File: src/rtl/sqrt_unit_scheduler.sv
// Round-robin scheduler sharing one iterative square-root core among NUM_REQ requesters.
// Optional macro SQRT_ZERO_BYPASS_EN: zero radicands are answered directly without starting the core.
module sqrt_unit_scheduler #(
  parameter int DATA_WIDTH = 32,
  parameter int NUM_REQ    = 2,
  parameter int ID_W       = 4,
  localparam int SRC_W     = (NUM_REQ > 1) ? $clog2(NUM_REQ) : 1
) (
  input  logic                          clk,
  input  logic                          rst,
  input  logic [NUM_REQ-1:0]            req_valid,
  output logic [NUM_REQ-1:0]            req_ready,
  input  logic [NUM_REQ*DATA_WIDTH-1:0] req_radicand,
  input  logic [NUM_REQ*ID_W-1:0]       req_id,
  output logic                          core_start,
  output logic [DATA_WIDTH-1:0]         core_radicand,
  input  logic                          core_done,
  input  logic [DATA_WIDTH-1:0]         core_result,
  input  logic [DATA_WIDTH-1:0]         core_remainder,
  output logic                          rsp_valid,
  input  logic                          rsp_ready,
  output logic [DATA_WIDTH-1:0]         rsp_result,
  output logic [DATA_WIDTH-1:0]         rsp_remainder,
  output logic [ID_W-1:0]               rsp_id,
  output logic [SRC_W-1:0]              rsp_src,
  output logic                          busy
);

  typedef enum logic [1:0] {
    ST_IDLE = 2'd0,
    ST_RUN  = 2'd1,
    ST_RESP = 2'd2
  } state_t;

  localparam logic [SRC_W:0] NUM_REQ_W = (SRC_W + 1)'(NUM_REQ);

  state_t                  state_r;
  state_t                  state_nxt_s;
  logic [SRC_W-1:0]        prio_r;
  logic [SRC_W-1:0]        prio_nxt_s;
  logic [SRC_W:0]          sum_s;
  logic [SRC_W-1:0]        cand_s;
  logic                    take_s;
  logic [SRC_W:0]          nxt_sum_s;
  logic                    grant_found_s;
  logic [SRC_W-1:0]        grant_idx_s;
  logic [DATA_WIDTH-1:0]   grant_rad_s;
  logic [ID_W-1:0]         grant_id_s;
  logic                    rsp_acc_s;
  logic                    grant_en_s;
  logic                    hs_s;
  logic                    zero_byp_s;
  logic [NUM_REQ-1:0]      req_ready_s;
  logic                    core_start_r;
  logic [DATA_WIDTH-1:0]   core_radicand_r;
  logic [ID_W-1:0]         tag_r;
  logic [SRC_W-1:0]        src_r;
  logic                    rsp_valid_r;
  logic [DATA_WIDTH-1:0]   rsp_result_r;
  logic [DATA_WIDTH-1:0]   rsp_remainder_r;
  logic [ID_W-1:0]         rsp_id_r;
  logic [SRC_W-1:0]        rsp_src_r;
  logic                    busy_r;

  // Round-robin search for the first valid requester starting at the priority pointer
  always_comb begin
    grant_found_s = 1'b0;
    grant_idx_s   = {SRC_W{1'b0}};
    sum_s         = {(SRC_W + 1){1'b0}};
    cand_s        = {SRC_W{1'b0}};
    take_s        = 1'b0;
    for (int i = 0; i < NUM_REQ; i++) begin
      sum_s         = {1'b0, prio_r} + (SRC_W + 1)'(i);
      cand_s        = SRC_W'((sum_s >= NUM_REQ_W) ? (sum_s - NUM_REQ_W) : sum_s);
      take_s        = !grant_found_s && req_valid[cand_s];
      grant_idx_s   = take_s ? cand_s : grant_idx_s;
      grant_found_s = grant_found_s | take_s;
    end
  end

  assign grant_rad_s = req_radicand[grant_idx_s*DATA_WIDTH +: DATA_WIDTH];
  assign grant_id_s  = req_id[grant_idx_s*ID_W +: ID_W];
  assign nxt_sum_s   = {1'b0, grant_idx_s} + {{SRC_W{1'b0}}, 1'b1};
  assign prio_nxt_s  = SRC_W'((nxt_sum_s >= NUM_REQ_W) ? (nxt_sum_s - NUM_REQ_W) : nxt_sum_s);

  // A new grant is possible when idle, or in the same cycle the held response is accepted
  assign rsp_acc_s  = (state_r == ST_RESP) && rsp_ready;
  assign grant_en_s = (state_r == ST_IDLE) || rsp_acc_s;
  assign hs_s       = grant_en_s && grant_found_s;

`ifdef SQRT_ZERO_BYPASS_EN
  assign zero_byp_s = hs_s && (grant_rad_s == {DATA_WIDTH{1'b0}});
`else
  assign zero_byp_s = 1'b0;
`endif

  // One-hot grant, only while the block can take a new operation
  always_comb begin
    req_ready_s = {NUM_REQ{1'b0}};
    req_ready_s[grant_idx_s] = hs_s;
  end

  // Next-state decode
  always_comb begin
    state_nxt_s = state_r;
    case (state_r)
      ST_IDLE: begin
        if (hs_s) begin
          state_nxt_s = zero_byp_s ? ST_RESP : ST_RUN;
        end else begin
          state_nxt_s = ST_IDLE;
        end
      end
      ST_RUN: begin
        if (core_done) begin
          state_nxt_s = ST_RESP;
        end else begin
          state_nxt_s = ST_RUN;
        end
      end
      ST_RESP: begin
        if (rsp_ready && hs_s) begin
          state_nxt_s = zero_byp_s ? ST_RESP : ST_RUN;
        end else if (rsp_ready) begin
          state_nxt_s = ST_IDLE;
        end else begin
          state_nxt_s = ST_RESP;
        end
      end
      default: state_nxt_s = ST_IDLE;
    endcase
  end

  // FSM state register and registered busy flag
  always_ff @(posedge clk) begin
    if (rst) begin
      state_r <= ST_IDLE;
      busy_r  <= 1'b0;
    end else begin
      state_r <= state_nxt_s;
      busy_r  <= (state_nxt_s != ST_IDLE);
    end
  end

  // Arbitration pointer, core launch and in-flight tag/source
  always_ff @(posedge clk) begin
    if (rst) begin
      prio_r          <= {SRC_W{1'b0}};
      core_start_r    <= 1'b0;
      core_radicand_r <= {DATA_WIDTH{1'b0}};
      tag_r           <= {ID_W{1'b0}};
      src_r           <= {SRC_W{1'b0}};
    end else begin
      core_start_r <= hs_s && !zero_byp_s;
      if (hs_s) begin
        prio_r <= prio_nxt_s;
        tag_r  <= grant_id_s;
        src_r  <= grant_idx_s;
      end
      if (hs_s && !zero_byp_s) begin
        core_radicand_r <= grant_rad_s;
      end
    end
  end

  // One-entry response register; core_done only counts while an operation is running
  always_ff @(posedge clk) begin
    if (rst) begin
      rsp_valid_r     <= 1'b0;
      rsp_result_r    <= {DATA_WIDTH{1'b0}};
      rsp_remainder_r <= {DATA_WIDTH{1'b0}};
      rsp_id_r        <= {ID_W{1'b0}};
      rsp_src_r       <= {SRC_W{1'b0}};
    end else if ((state_r == ST_RUN) && core_done) begin
      rsp_valid_r     <= 1'b1;
      rsp_result_r    <= core_result;
      rsp_remainder_r <= core_remainder;
      rsp_id_r        <= tag_r;
      rsp_src_r       <= src_r;
    end else if (zero_byp_s) begin
      rsp_valid_r     <= 1'b1;
      rsp_result_r    <= {DATA_WIDTH{1'b0}};
      rsp_remainder_r <= {DATA_WIDTH{1'b0}};
      rsp_id_r        <= grant_id_s;
      rsp_src_r       <= grant_idx_s;
    end else if (rsp_acc_s) begin
      rsp_valid_r <= 1'b0;
    end
  end

  assign req_ready     = req_ready_s;
  assign core_start    = core_start_r;
  assign core_radicand = core_radicand_r;
  assign rsp_valid     = rsp_valid_r;
  assign rsp_result    = rsp_result_r;
  assign rsp_remainder = rsp_remainder_r;
  assign rsp_id        = rsp_id_r;
  assign rsp_src       = rsp_src_r;
  assign busy          = busy_r;

endmodule

File: config.mk
export PLATFORM = sky130hd
export DESIGN_NAME = sqrt_unit_scheduler
export DESIGN_NICKNAME = d
export VERILOG_FILES = /design/src/rtl/sqrt_unit_scheduler.sv
export SDC_FILE = /design/constraint.sdc
export NUM_CORES = 1
export LEC_CHECK = 0
export ABC_AREA = 1
export CORE_UTILIZATION = 42
export DETAILED_ROUTE_END_ITERATION = 6
export GPL_TIMING_DRIVEN = 0
export HOLD_SLACK_MARGIN = 0.03
export PLACE_DENSITY_LB_ADDON = 0.3
export REMOVE_ABC_BUFFERS = 1
export SLEW_MARGIN = 5
export SYNTH_ARGS = -nofsm -noshare
export SYNTH_HDL_FRONTEND = slang
export SYNTH_SLANG_ARGS = --single-unit
export TNS_END_PERCENT = 20
File: constraint.sdc
create_clock -name clk -period 2.16 [get_ports clk]
set_input_delay 0.216 -clock clk [delete_from_list [all_inputs] [get_ports clk]]
set_output_delay 0.216 -clock clk [all_outputs]
set_load 0.02 [all_outputs]
==> results of run 1 <==
[critical path: stages, from the launching register on]
cell and delay (ps):
sky130_fd_sc_hd__dfxtp_4 440, sky130_fd_sc_hd__buf_12 220, sky130_fd_sc_hd__nor2_4 170, sky130_fd_sc_hd__nand2_8 170, sky130_fd_sc_hd__inv_16 160, sky130_fd_sc_hd__nand2_1 80, sky130_fd_sc_hd__inv_1 60, sky130_fd_sc_hd__buf_2 150
[state kept, by name (all words and copies together) (netlist names)]
name           flops
busy               1
core_radicand     32
core_start         1
prio_r             1
rsp_id             4
rsp_remainder     32
rsp_result        32
rsp_src            1
rsp_valid          1
src_r              1
state_r            2
tag_r              4
[layout by cell type (no fill, tap or decap), drive strengths merged]
cell	n
nand2	224
nor2	5
clkdlybuf4s50	242
nand3	40
buf	9
nand4	70
nand3b	1
clkbuf	12
clkinvlp	1
a21oi	109
dfxtp	112
bufinv	1
clkinv	2
inv	11
[per-layer routing]
metal / GRT usage / up-vias / wire length [um] / part of all wire
met5: 0 / - / 0 / 0
met4: 0.102 / 0 / 311 / 0.020
met3: 0.0790 / 21 / 1540 / 0.10
met2: 0.445 / 237 / 7330 / 0.48
met1: 0.302 / 2411 / 6080 / 0.40
li1: - / 2544 / - / -
[power breakdown]
group | internal [W] | switching (W)
Sequential | 0.00219 | 0.0000767
Clock | 0.000609 | 0.000718
Combinational | 0.000572 | 0.000633
[logic make-up after synthesis]
| family | after synthesis |
|---|---|
| flip-flops | 112 |
| AO/OA/AOI/OAI | 109 |
| buffers and inverters | 69 |
| AND/OR/NAND/NOR | 338 |
[worst max path at each step]
stage,startpoint,end,slack [ps],depth (start not counted)
2_1_floorplan,state_r[0],busy,-1020,4
3_3_place_gp,core_done,busy,-2550,5
3_5_place_dp,req_valid[0],req_ready[0],-1300,6
4_1_cts,state_r[0],req_ready[1],50,6
5_1_grt,state_r[0],req_ready[0],-6,7
6_report,state_r[0],req_ready[0],100,7
[area by class of cell]
class,count,share of cell area
clock inverters,5,0.00866
repair inverters,1,0.00119
repair buffers,252,0.345
clock buffers,11,0.0206
inverters,9,0.00713
multi-input cells,449,0.289
flip-flops and latches,112,0.305
well taps,140,0.0238
[what timing repair did]
item / 4_1_cts / 5_1_grt
hold buffers: 0 / 0
gates resized for setup: 17 / 3
cloned: 3 / 0
buffers inserted: 2 / 0
endpoints found under the setup margin: 111 / 37
pin swaps: 3 / 0
[metrics by stage]
| step | TNS, ps | hold slack, ps | instances | instance area, um2 | utilization |
|---|---|---|---|---|---|
| floorplan | -72450 | 285 | 568 | 4340 | - |
| global placement | -247180 | 447 | 955 | 6990 | 0.648 |
| detailed placement | -60020 | 451 | 958 | 7050 | 0.654 |
| CTS | 0 | 264 | 979 | 7360 | 0.682 |
| global route | -5.75 | 296 | 979 | 7370 | 0.683 |
| finish | 0 | 294 | 979 | 7370 | 0.683 |
==> impl_summary.txt, run 1 <==
----------------------------------------------------
[Status]
  Run status ... finished, final reports clean

[Critical path]
  Reg-to-reg setup timing slack ... 180 ps
  Reg2Reg Capture Point ... busy
  Highest fanout seen on the critical path ... 40
  Worst Setup End Kind ... primary output
  Kind of launch point of the worst setup path ... flip-flop
  Worst reg2reg startpoint ... state_r[1]
  Start-to-end type of the worst setup path ... flip-flop to primary output
  Number of cells on the worst reg-to-reg path ... 5
  Required time at the endpoint of the critical path ... 1940 ps
  Crit path arrival time ... 1840 ps

[Global route]
  Global routing usage summed across all routing layers ... 0.260
  Vias in the first global route ... 4,888
  First-pass GRT wire length ... 23.6 mm
  Aggregate global routing overflow ... 0
  Maximum number of pins on one net before global-route repair ... 73
  Initial antenna violation count ... 0

[Finish]
  Filler cell count ... 886
  Number of inserted diodes ... 0
  Area Overhead vs Synth ... 58.7%
  Area of the multi-input gates ... 0.00213 mm2
  Fraction of final layout cells sized beyond drive strength 1 ... 0.0453
  Combined flip-flop and latch cell area ... 0.00225 mm2
  NumNets Final ... 976

[Logic synthesis]
  Proportion of synthesized area in mux cells ... 0
  Largest area contributor in the synthesized netlist ... sky130_fd_sc_hd__dfxtp_1
  FFs w/ async S/R, synth ... 0
  Count of distinct cell types in the synthesized netlist ... 19
  Top flip-flop cell by instance count after synthesis ... sky130_fd_sc_hd__dfxtp_1
  Top area cells in the synthesized netlist ... sky130_fd_sc_hd__dfxtp_1 48%, sky130_fd_sc_hd__nand2_1 18%, sky130_fd_sc_hd__a21oi_1 12%, sky130_fd_sc_hd__nand4_1 9.4%, sky130_fd_sc_hd__nand3_1 4.1%
  Syn Std Cell Area ... 0.00464 mm2
  Avg Cell Area, Syn ... 7.39 um2
  Compound-Gate Fraction of Synth Area ... 0.118
  Share of synthesized cell area in full adder, half adder and majority cells ... 0
  Main combinational cell family by area after synthesis ... simple AND/OR/NAND/NOR gates
  Synth Area in Simple Gates ... 0.327
  Seq cells post-synth ... 112
  Area share of the largest cell type after synthesis ... 0.483
  Most repeated cell in the gate-level netlist after synthesis ... sky130_fd_sc_hd__nand2_1
  Proportion of synthesized chip area in sequential cells ... 0.483
  Synthesized netlist cell count ... 628
  Number of warnings printed during yosys synthesis ... 0
  Xor/xnor cell area share of the yosys netlist ... 0
  Leading cell types by count after synthesis ... 221 x sky130_fd_sc_hd__nand2_1, 112 x sky130_fd_sc_hd__dfxtp_1, 109 x sky130_fd_sc_hd__a21oi_1
  Post-synth EDFFs ... 0

[Flow run]
  Max-cap violation count ... 0

[STA]
  Final clock skew ... 13.8 ps
  Crit path time final ... 2060 ps
  Worst Slack Setup Final ... 99.5 ps
  Max Freq ... 485 MHz
  Setup repair after global routing missed its margin ... yes
  Remaining max-slew budget at the tightest pin ... 0.502
  Slew at the pin with the worst max-slew slack ... 746 ps
  Final-report setup violation count ... 0
  Number of max-slew violations in the final report ... 0
  Final worst path period share ... 0.954
  Final hold violations ... 0

[CTS]
  # clock sinks ... 112
  Register clock-pin slew on the reported worst setup and hold paths ... 100 ps
  Maximum count of clock buffers along a single path ... 2
  Clock buffers created by TritonCTS ... 9
  Clock Latency Late Sink ... 380 ps
  Clock tree root driver cell ... sky130_fd_sc_hd__clkbuf_8
  Clock tree from TritonCTS ... done
  H-tree depth ... 3

[Route]
  Drt wl/cell ... 15.6 um
  Via Count ... 5,213
  Via count normalized by instance count ... 5.32
  Antenna Nets Post-Route ... 0
  Total length of routed wires ... 15.3 mm
  TritonRoute pass-1 iters ... 5
  DRC ... 0
  DRC marker count from the first detailed-route iteration ... 491

[Power]
  Worst supply voltage drop on vdd ... 373 uV
  Power density over the cells ... 652 mW/mm2
  Final Total Pwr ... 0.00480 W
  Leakage power total ... 2.74 nW

[Floorplan]
  Die height ... 107 um
  Number of cell rows ... 38
  Die ar. ... 0.0115 mm2
  Die Span X ... 107 um
  Standard cell core area ... 0.0108 mm2
  Top Ports ... 248
  Starting utilization of the core area ... 0.430

[Place]
  Detailed-placement wirelength estimate ... 9.69 mm
  Final RePlAce weighted congestion ... 0.778
  Count of buffers from port buffering ... 247
  Place WS ... -1300 ps

[Min path]
  Path class of the lowest-slack min-delay path ... primary input to flip-flop
  Terminating pin of the worst hold path ... state_r[1]
  Worst Hold Path Cells ... 2
  Min-Delay Startpoint ... rst

----------------------------------------------------
No activity file was read; power rests on OpenSTA's default activity.
==> inputs of run 2 (changes only) <==
==> constraint.sdc (replaced) <==
create_clock -name clk -period 2.4 [get_ports clk]
set_input_delay 0.24 -clock clk [delete_from_list [all_inputs] [get_ports clk]]
set_output_delay 0.24 -clock clk [all_outputs]
set_load 0.02 [all_outputs]
==> impl_summary.txt, run 2 (synthesis results as in run 1) <==
----------------------------------------------------
[Place]
  Detailed-placement wirelength estimate ... 9.69 mm (unchanged)
  Final RePlAce weighted congestion ... 0.778 (unchanged)
  Count of buffers from port buffering ... 247 (unchanged)
  Place WS ... -1110 ps (+192 ps)
  Placed Cells incl. Taps ... 958 (unchanged)
  Placed cell areas ... 0.00705 mm2 (unchanged)

[STA]
  Worst Slack Setup Final ... 144 ps (+44.7 ps)
  Final-report setup violation count ... 0 (unchanged)
  Final clock skew ... 13.8 ps (-0.0626 ps)
  Remaining max-slew budget at the tightest pin ... 0.459 (-0.0431)
  Max Freq ... 443 MHz
  Slew at the pin with the worst max-slew slack ... 810 ps (+63.8 ps)
  Crit path time final ... 2260 ps
  Setup repair after global routing missed its margin ... no
  Number of max-slew violations in the final report ... 0 (unchanged)
  Final worst path period share ... 0.940
  Final hold violations ... 0 (unchanged)

[Critical path]
  Required time at the endpoint of the critical path ... 2160 ps (+220 ps)
  Reg-to-reg setup timing slack ... 180 ps (about the same)
  Worst reg2reg startpoint ... state_r[1]
  Highest fanout seen on the critical path ... 40 (unchanged)
  Worst Setup End Kind ... primary output
  Critical path launch point ... state_r[0]
  CP Capture Point ... req_ready[0]
  Number of cells on the worst reg-to-reg path ... 4 (-1)
  Crit path arrival time ... 2020 ps (+180 ps)
  Kind of launch point of the worst setup path ... flip-flop
  Reg2Reg Capture Point ... rsp_result[12]
  Start-to-end type of the worst setup path ... flip-flop to primary output

[Global route]
  Met3 routing resource usage after global routing ... 0.0790 (unchanged)
  Met1 Usage GRT ... 0.298 (-0.00418)
  Maximum number of pins on one net before global-route repair ... 73 (unchanged)
  M2 GR Usage ... 0.435 (-0.0101)
  First-pass GRT wire length ... 23.2 mm (-1.4%)
  Top Usage Layer GRT ... met2
  Aggregate global routing overflow ... 0 (unchanged)
  Global routing usage summed across all routing layers ... 0.256 (-0.00378)
  Initial antenna violation count ... 0 (unchanged)
  Vias in the first global route ... 4,854 (-0.70%)

[Status]
  Run status ... finished, final reports clean

[Min path]
  Path class of the lowest-slack min-delay path ... primary input to flip-flop

[Route]
  Via Count ... 5,240 (+0.52%)
  Drt wl/cell ... 15.6 um (+0.36%)
  DRC marker count from the first detailed-route iteration ... 585 (+19%)
  Total length of routed wires ... 15.3 mm (+0.36%)
  Antenna Nets Post-Route ... 0 (unchanged)
  DRC ... 0 (unchanged)
  Via count normalized by instance count ... 5.35 (+0.52%)
  TritonRoute pass-1 iters ... 6 (+1)

[CTS]
  Register clock-pin slew on the reported worst setup and hold paths ... 100 ps (about the same)
  Clock buffers created by TritonCTS ... 9 (unchanged)
  CTS hold repair buffers ... 0 (unchanged)
  Clock tree from TritonCTS ... done
  # clock sinks ... 112 (unchanged)
  H-tree depth ... 3 (unchanged)
  Clock Latency Late Sink ... 380 ps (about the same)
  Maximum count of clock buffers along a single path ... 2 (unchanged)
  Clock tree root driver cell ... sky130_fd_sc_hd__clkbuf_8

[Power]
  Combinational fraction of design power ... 0.251 (about the same)
  Reported net switching power ... 0.00128 W (-10%)
  Power density over the cells ... 586 mW/mm2 (-10%)
  Share of power burned in the clock network ... 0.276 (about the same)
  Power Internal ... 0.00304 W (-10%)
  Switching fraction of total power ... 0.297 (about the same)
  Sequential Power Share ... 0.472 (about the same)
  Leakage power total ... 2.75 nW (+0.14%)
  Final Total Pwr ... 0.00432 W (-10%)
  Worst supply voltage drop on vdd ... 336 uV (-9.7%)

[Floorplan]
  Die Span X ... 107 um (unchanged)
  Die height ... 107 um (unchanged)
  Top Ports ... 248 (unchanged)
  Number of cell rows ... 38 (unchanged)
  Die ar. ... 0.0115 mm2 (unchanged)
  Starting utilization of the core area ... 0.430 (unchanged)
  Standard cell core area ... 0.0108 mm2 (unchanged)

[Flow run]
  Max-cap violation count ... 0 (unchanged)

[Finish]
  Commonest non-fill, non-tap cells in the layout ... 242 x sky130_fd_sc_hd__clkdlybuf4s50_1, 220 x sky130_fd_sc_hd__nand2_1, 111 x sky130_fd_sc_hd__dfxtp_1
  Fraction of final layout cells sized beyond drive strength 1 ... 0.0429 (-0.00238)
  Leading cell type in the layout, fill and taps excluded ... sky130_fd_sc_hd__clkdlybuf4s50_1
  Filler cell count ... 887 (+0.11%)
  Area Overhead vs Synth ... 58.7% (unchanged)
  Number of inserted diodes ... 0 (unchanged)
  Post-route insts no fill ... 979 (unchanged)
  Finished Cell Area ... 0.00737 mm2 (unchanged)
  NumNets Final ... 976 (unchanged)

----------------------------------------------------
==> run 2: power groups by stage <==
stage	logic, W	clock network (W)	registers, W
after floorplan	0.000291	0	0.00222
after global placement	0.000995	0	0.00210
after detailed placement	0.00103	0	0.00209
after CTS	0.00108	0.00122	0.00204
after global routing	0.00117	0.00130	0.00205
final	0.00109	0.00119	0.00204
==> run 2: critical path, cell delays in order, from the launching register on <==
cell,delay [ps]
sky130_fd_sc_hd__dfxtp_4,440
sky130_fd_sc_hd__buf_12,210
sky130_fd_sc_hd__nor2_4,170
sky130_fd_sc_hd__nand2_8,170
sky130_fd_sc_hd__inv_16,160
sky130_fd_sc_hd__nand2_1,80
sky130_fd_sc_hd__inv_1,60
sky130_fd_sc_hd__dlygate4sd2_1,330
==> run 2: repair_timing <==
action                                  in CTS  in global routing
pin swaps                                    3                  1
endpoints found under the setup margin     111                  3
setup buffers                                2                  0
gates resized for setup                     13                  1
cloned                                       2                  1
==> run 2: how the worst min path moves through the flow <==
stage / depth (start not counted) / endpoint / slack [ps] / startpoint
after floorplan: 1 / busy / 310 / rst
after CTS: 2 / state_r[1] / 290 / rst
final: 2 / state_r[1] / 320 / rst
after detailed placement: 2 / rsp_id[3] / 450 / rsp_id[3]
after global placement: 2 / rsp_valid / 450 / rsp_valid
after global routing: 2 / core_radicand[7] / 320 / rst
==> run 2: layout make-up <==
class	instances	area, um2	share of cell area
multi-input combinational	449	2120	0.288
sequential	112	2250	0.305
timing repair inverter	1	8.76	0.00119
timing repair buffer	252	2550	0.346
inverter	9	52.6	0.00713
clock inverter	5	63.8	0.00866
tap	140	175	0.0238
clock buffer	11	151	0.0206
==> run 2: through the flow <==
step	setup TNS [ps]	utilization	hold WS [ps]
after CTS	0	0.681	288
after detailed placement	-34360	0.654	451
after global placement	-222600	0.648	447
after global routing	0	0.683	320
after floorplan	-49760	-	309
final	0	0.683	315
==> run 2: routing by layer <==
layer  wire length, um  vias up
met5                 0        -
met4               356        0
met3              1630       27
met2              7410      262
met1              5920     2415
li1                  -     2536
==> inputs of run 3 (changes only) <==
--- a/config.mk
+++ b/config.mk
@@ -6,6 +6,7 @@
 export NUM_CORES = 1
 export LEC_CHECK = 0
 export ABC_AREA = 1
+export CORE_ASPECT_RATIO = 1.1
 export CORE_UTILIZATION = 42
 export DETAILED_ROUTE_END_ITERATION = 6
 export GPL_TIMING_DRIVEN = 0
==> constraint.sdc (replaced) <==
create_clock -name clk -period 2.4 [get_ports clk]
set_input_delay 0.6 -clock clk [delete_from_list [all_inputs] [get_ports clk]]
set_output_delay 0.6 -clock clk [all_outputs]
set_load 0.02 [all_outputs]
==> impl_summary.txt, run 3 (synthesis results as in run 1) <==
----------------------------------------------------
[STA]
  Number of max-slew violations in the final report ... 0 (unchanged)
  Remaining max-slew budget at the tightest pin ... 0.457 (-0.00243)
  Setup repair after global routing missed its margin ... yes
  Slew at the pin with the worst max-slew slack ... 815 ps (+4.58 ps)
  Final worst path period share ... 0.982 (+0.0423)
  Final-report setup violation count ... 0 (unchanged)
  Max Freq ... 424 MHz (-4.3%)
  Final hold violations ... 0 (unchanged)
  Final clock skew ... 5.05 ps (-8.72 ps)
  Crit path time final ... 2360 ps (+102 ps)

[Global route]
  Maximum number of pins on one net before global-route repair ... 72 (-1.4%)
  Global routing usage summed across all routing layers ... 0.262 (+0.00540)
  Vias in the first global route ... 4,887 (+0.68%)
  Initial antenna violation count ... 0 (unchanged)
  Aggregate global routing overflow ... 0 (unchanged)
  First-pass GRT wire length ... 23.5 mm (+1.3%)

[Floorplan]
  Die height ... 112 um (+4.8%)
  Die ar. ... 0.0115 mm2 (about the same)
  Top Ports ... 248 (unchanged)
  Starting utilization of the core area ... 0.438 (+0.00828)
  Standard cell core area ... 0.0106 mm2 (-1.9%)
  Die Span X ... 102 um (-4.6%)
  Number of cell rows ... 39 (+2.6%)

[Place]
  Final RePlAce weighted congestion ... 0.772 (-0.73%)
  Placed cell areas ... 0.00706 mm2 (+0.12%)
  Placed Cells incl. Taps ... 961 (+0.31%)
  Count of buffers from port buffering ... 247 (unchanged)
  Detailed-placement wirelength estimate ... 9.90 mm (+2.2%)

[Finish]
  Finished Cell Area ... 0.00754 mm2 (+2.4%)
  Number of inserted diodes ... 0 (unchanged)
  Commonest non-fill, non-tap cells in the layout ... 241 x sky130_fd_sc_hd__clkdlybuf4s50_1, 219 x sky130_fd_sc_hd__nand2_1, 111 x sky130_fd_sc_hd__dfxtp_1
  NumNets Final ... 982 (+0.61%)
  Fraction of final layout cells sized beyond drive strength 1 ... 0.0533 (+0.0103)
  Leading cell type in the layout, fill and taps excluded ... sky130_fd_sc_hd__clkdlybuf4s50_1
  Filler cell count ... 837 (-5.6%)
  Post-route insts no fill ... 988 (+0.92%)
  Area Overhead vs Synth ... 62.5%

[Critical path]
  Worst Setup End Kind ... primary output
  Highest fanout seen on the critical path ... 3 (-93%)
  Crit path arrival time ... 1760 ps (-260 ps)
  Start-to-end type of the worst setup path ... primary input to primary output
  Number of cells on the worst reg-to-reg path ... 5 (+1)
  Kind of launch point of the worst setup path ... primary input
  Required time at the endpoint of the critical path ... 1800 ps (-360 ps)

[CTS]
  CTS hold repair buffers ... 0 (unchanged)
  Clock Latency Late Sink ... 340 ps (-40 ps)
  Register clock-pin slew on the reported worst setup and hold paths ... 70 ps (-30 ps)
  Clock tree from TritonCTS ... done
  Clock buffers created by TritonCTS ... 9 (unchanged)
  H-tree depth ... 3 (unchanged)
  # clock sinks ... 112 (unchanged)
  Clock tree root driver cell ... sky130_fd_sc_hd__clkbuf_16
  Maximum count of clock buffers along a single path ... 2 (unchanged)

[Min path]
  Path class of the lowest-slack min-delay path ... flip-flop to flip-flop
  Worst Hold Path Cells ... 2 (unchanged)

[Route]
  Via count normalized by instance count ... 5.27 (-1.6%)
  Drt wl/cell ... 15.7 um (+0.29%)
  DRC marker count from the first detailed-route iteration ... 276 (-53%)
  Via Count ... 5,205 (-0.67%)
  Antenna Nets Post-Route ... 0 (unchanged)
  DRC ... 0 (unchanged)
  Total length of routed wires ... 15.5 mm (+1.2%)
  TritonRoute pass-1 iters ... 4 (-2)

[Power]
  Power density over the cells ... 620 mW/mm2 (+5.7%)
  Worst supply voltage drop on vdd ... 327 uV (-2.8%)
  Leakage power total ... 2.83 nW (+2.8%)

[Status]
  Run status ... finished, final reports clean

[Flow run]
  Max-cap violation count ... 0 (unchanged)

----------------------------------------------------
run 3: cell count changes in the layout (fill, tap and decap cells not counted), moves of 2 or more:
cell,delta
sky130_fd_sc_hd__buf_4,+5
sky130_fd_sc_hd__clkbuf_8,-10
sky130_fd_sc_hd__nand2_4,+2
sky130_fd_sc_hd__clkinvlp_4,+2
sky130_fd_sc_hd__clkbuf_16,+9
sky130_fd_sc_hd__dlygate4sd2_1,-2
sky130_fd_sc_hd__clkinv_4,-2
run 3: per-layer routing:
metal	track usage	part of all wire	vias up
li1	-	-	2551
met3	0.0803	0.097	23
met4	0.0990	0.019	0
met1	0.293	0.39	2389
met2	0.459	0.49	242
met5	0	0	-
run 3: timing repair:
| action | CTS | global route |
|---|---|---|
| resized for setup | 31 | 2 |
| pin swaps | 4 | 1 |
| cloned | 4 | 0 |
| hold endpoints to repair | 0 | 0 |
| setup buffers | 4 | 3 |
| setup endpoints to repair | 114 | 3 |
run 3: where the power goes:
group | internal, W | switching, W | total, W | leakage, nW
clock network | 0.000840 | 0.000681 | 0.00152 | 0.141
logic | 0.000533 | 0.000587 | 0.00112 | 1.77
registers | 0.00197 | 0.0000596 | 0.00203 | 0.915
run 3: worst max-delay path, cell delays in order:
cell and delay [ps]:
sky130_fd_sc_hd__clkdlybuf4s15_1 280, sky130_fd_sc_hd__nor2_1 110, sky130_fd_sc_hd__nor2_4 170, sky130_fd_sc_hd__buf_4 170, sky130_fd_sc_hd__nand4_1 100, sky130_fd_sc_hd__inv_1 70, sky130_fd_sc_hd__clkdlybuf4s15_2 260
run 3: area by class of cell:
class                           count  area (um2)  share of cell area
Timing Repair inverter              1        8.76             0.00116
Tap cell                          143         179              0.0237
Multi-Input combinational cell    450        2150               0.285
Sequential cell                   112        2250               0.298
Clock inverter                      6        66.3             0.00879
Timing Repair Buffer              257        2600               0.344
Clock buffer                       10         239              0.0317
Inverter                            9        52.6             0.00697
run 3: path summary, 6_finish.rpt:
kind | from | to | slack (ps)
min reg2reg | rsp_remainder[3] | rsp_remainder[3] | 460
max | req_valid[0] | req_ready[1] | 40
min | rsp_remainder[3] | rsp_remainder[3] | 460
max reg2reg | state_r[1] | busy | 150
run 3: stage by stage:
stage	util	worst slack (ps)	total power, W	setup TNS, ps	hold slack, ps
6_report	0.712	42.6	0.00467	0	461
5_1_grt	0.712	-2.41	0.00488	-2.41	473
4_1_cts	0.709	3.99	0.00470	0	462
3_5_place_dp	0.667	-2190	0.00312	-63250	451
3_3_place_gp	0.661	-2660	0.00309	-261600	447
2_1_floorplan	-	-782	0.00251	-50140	439
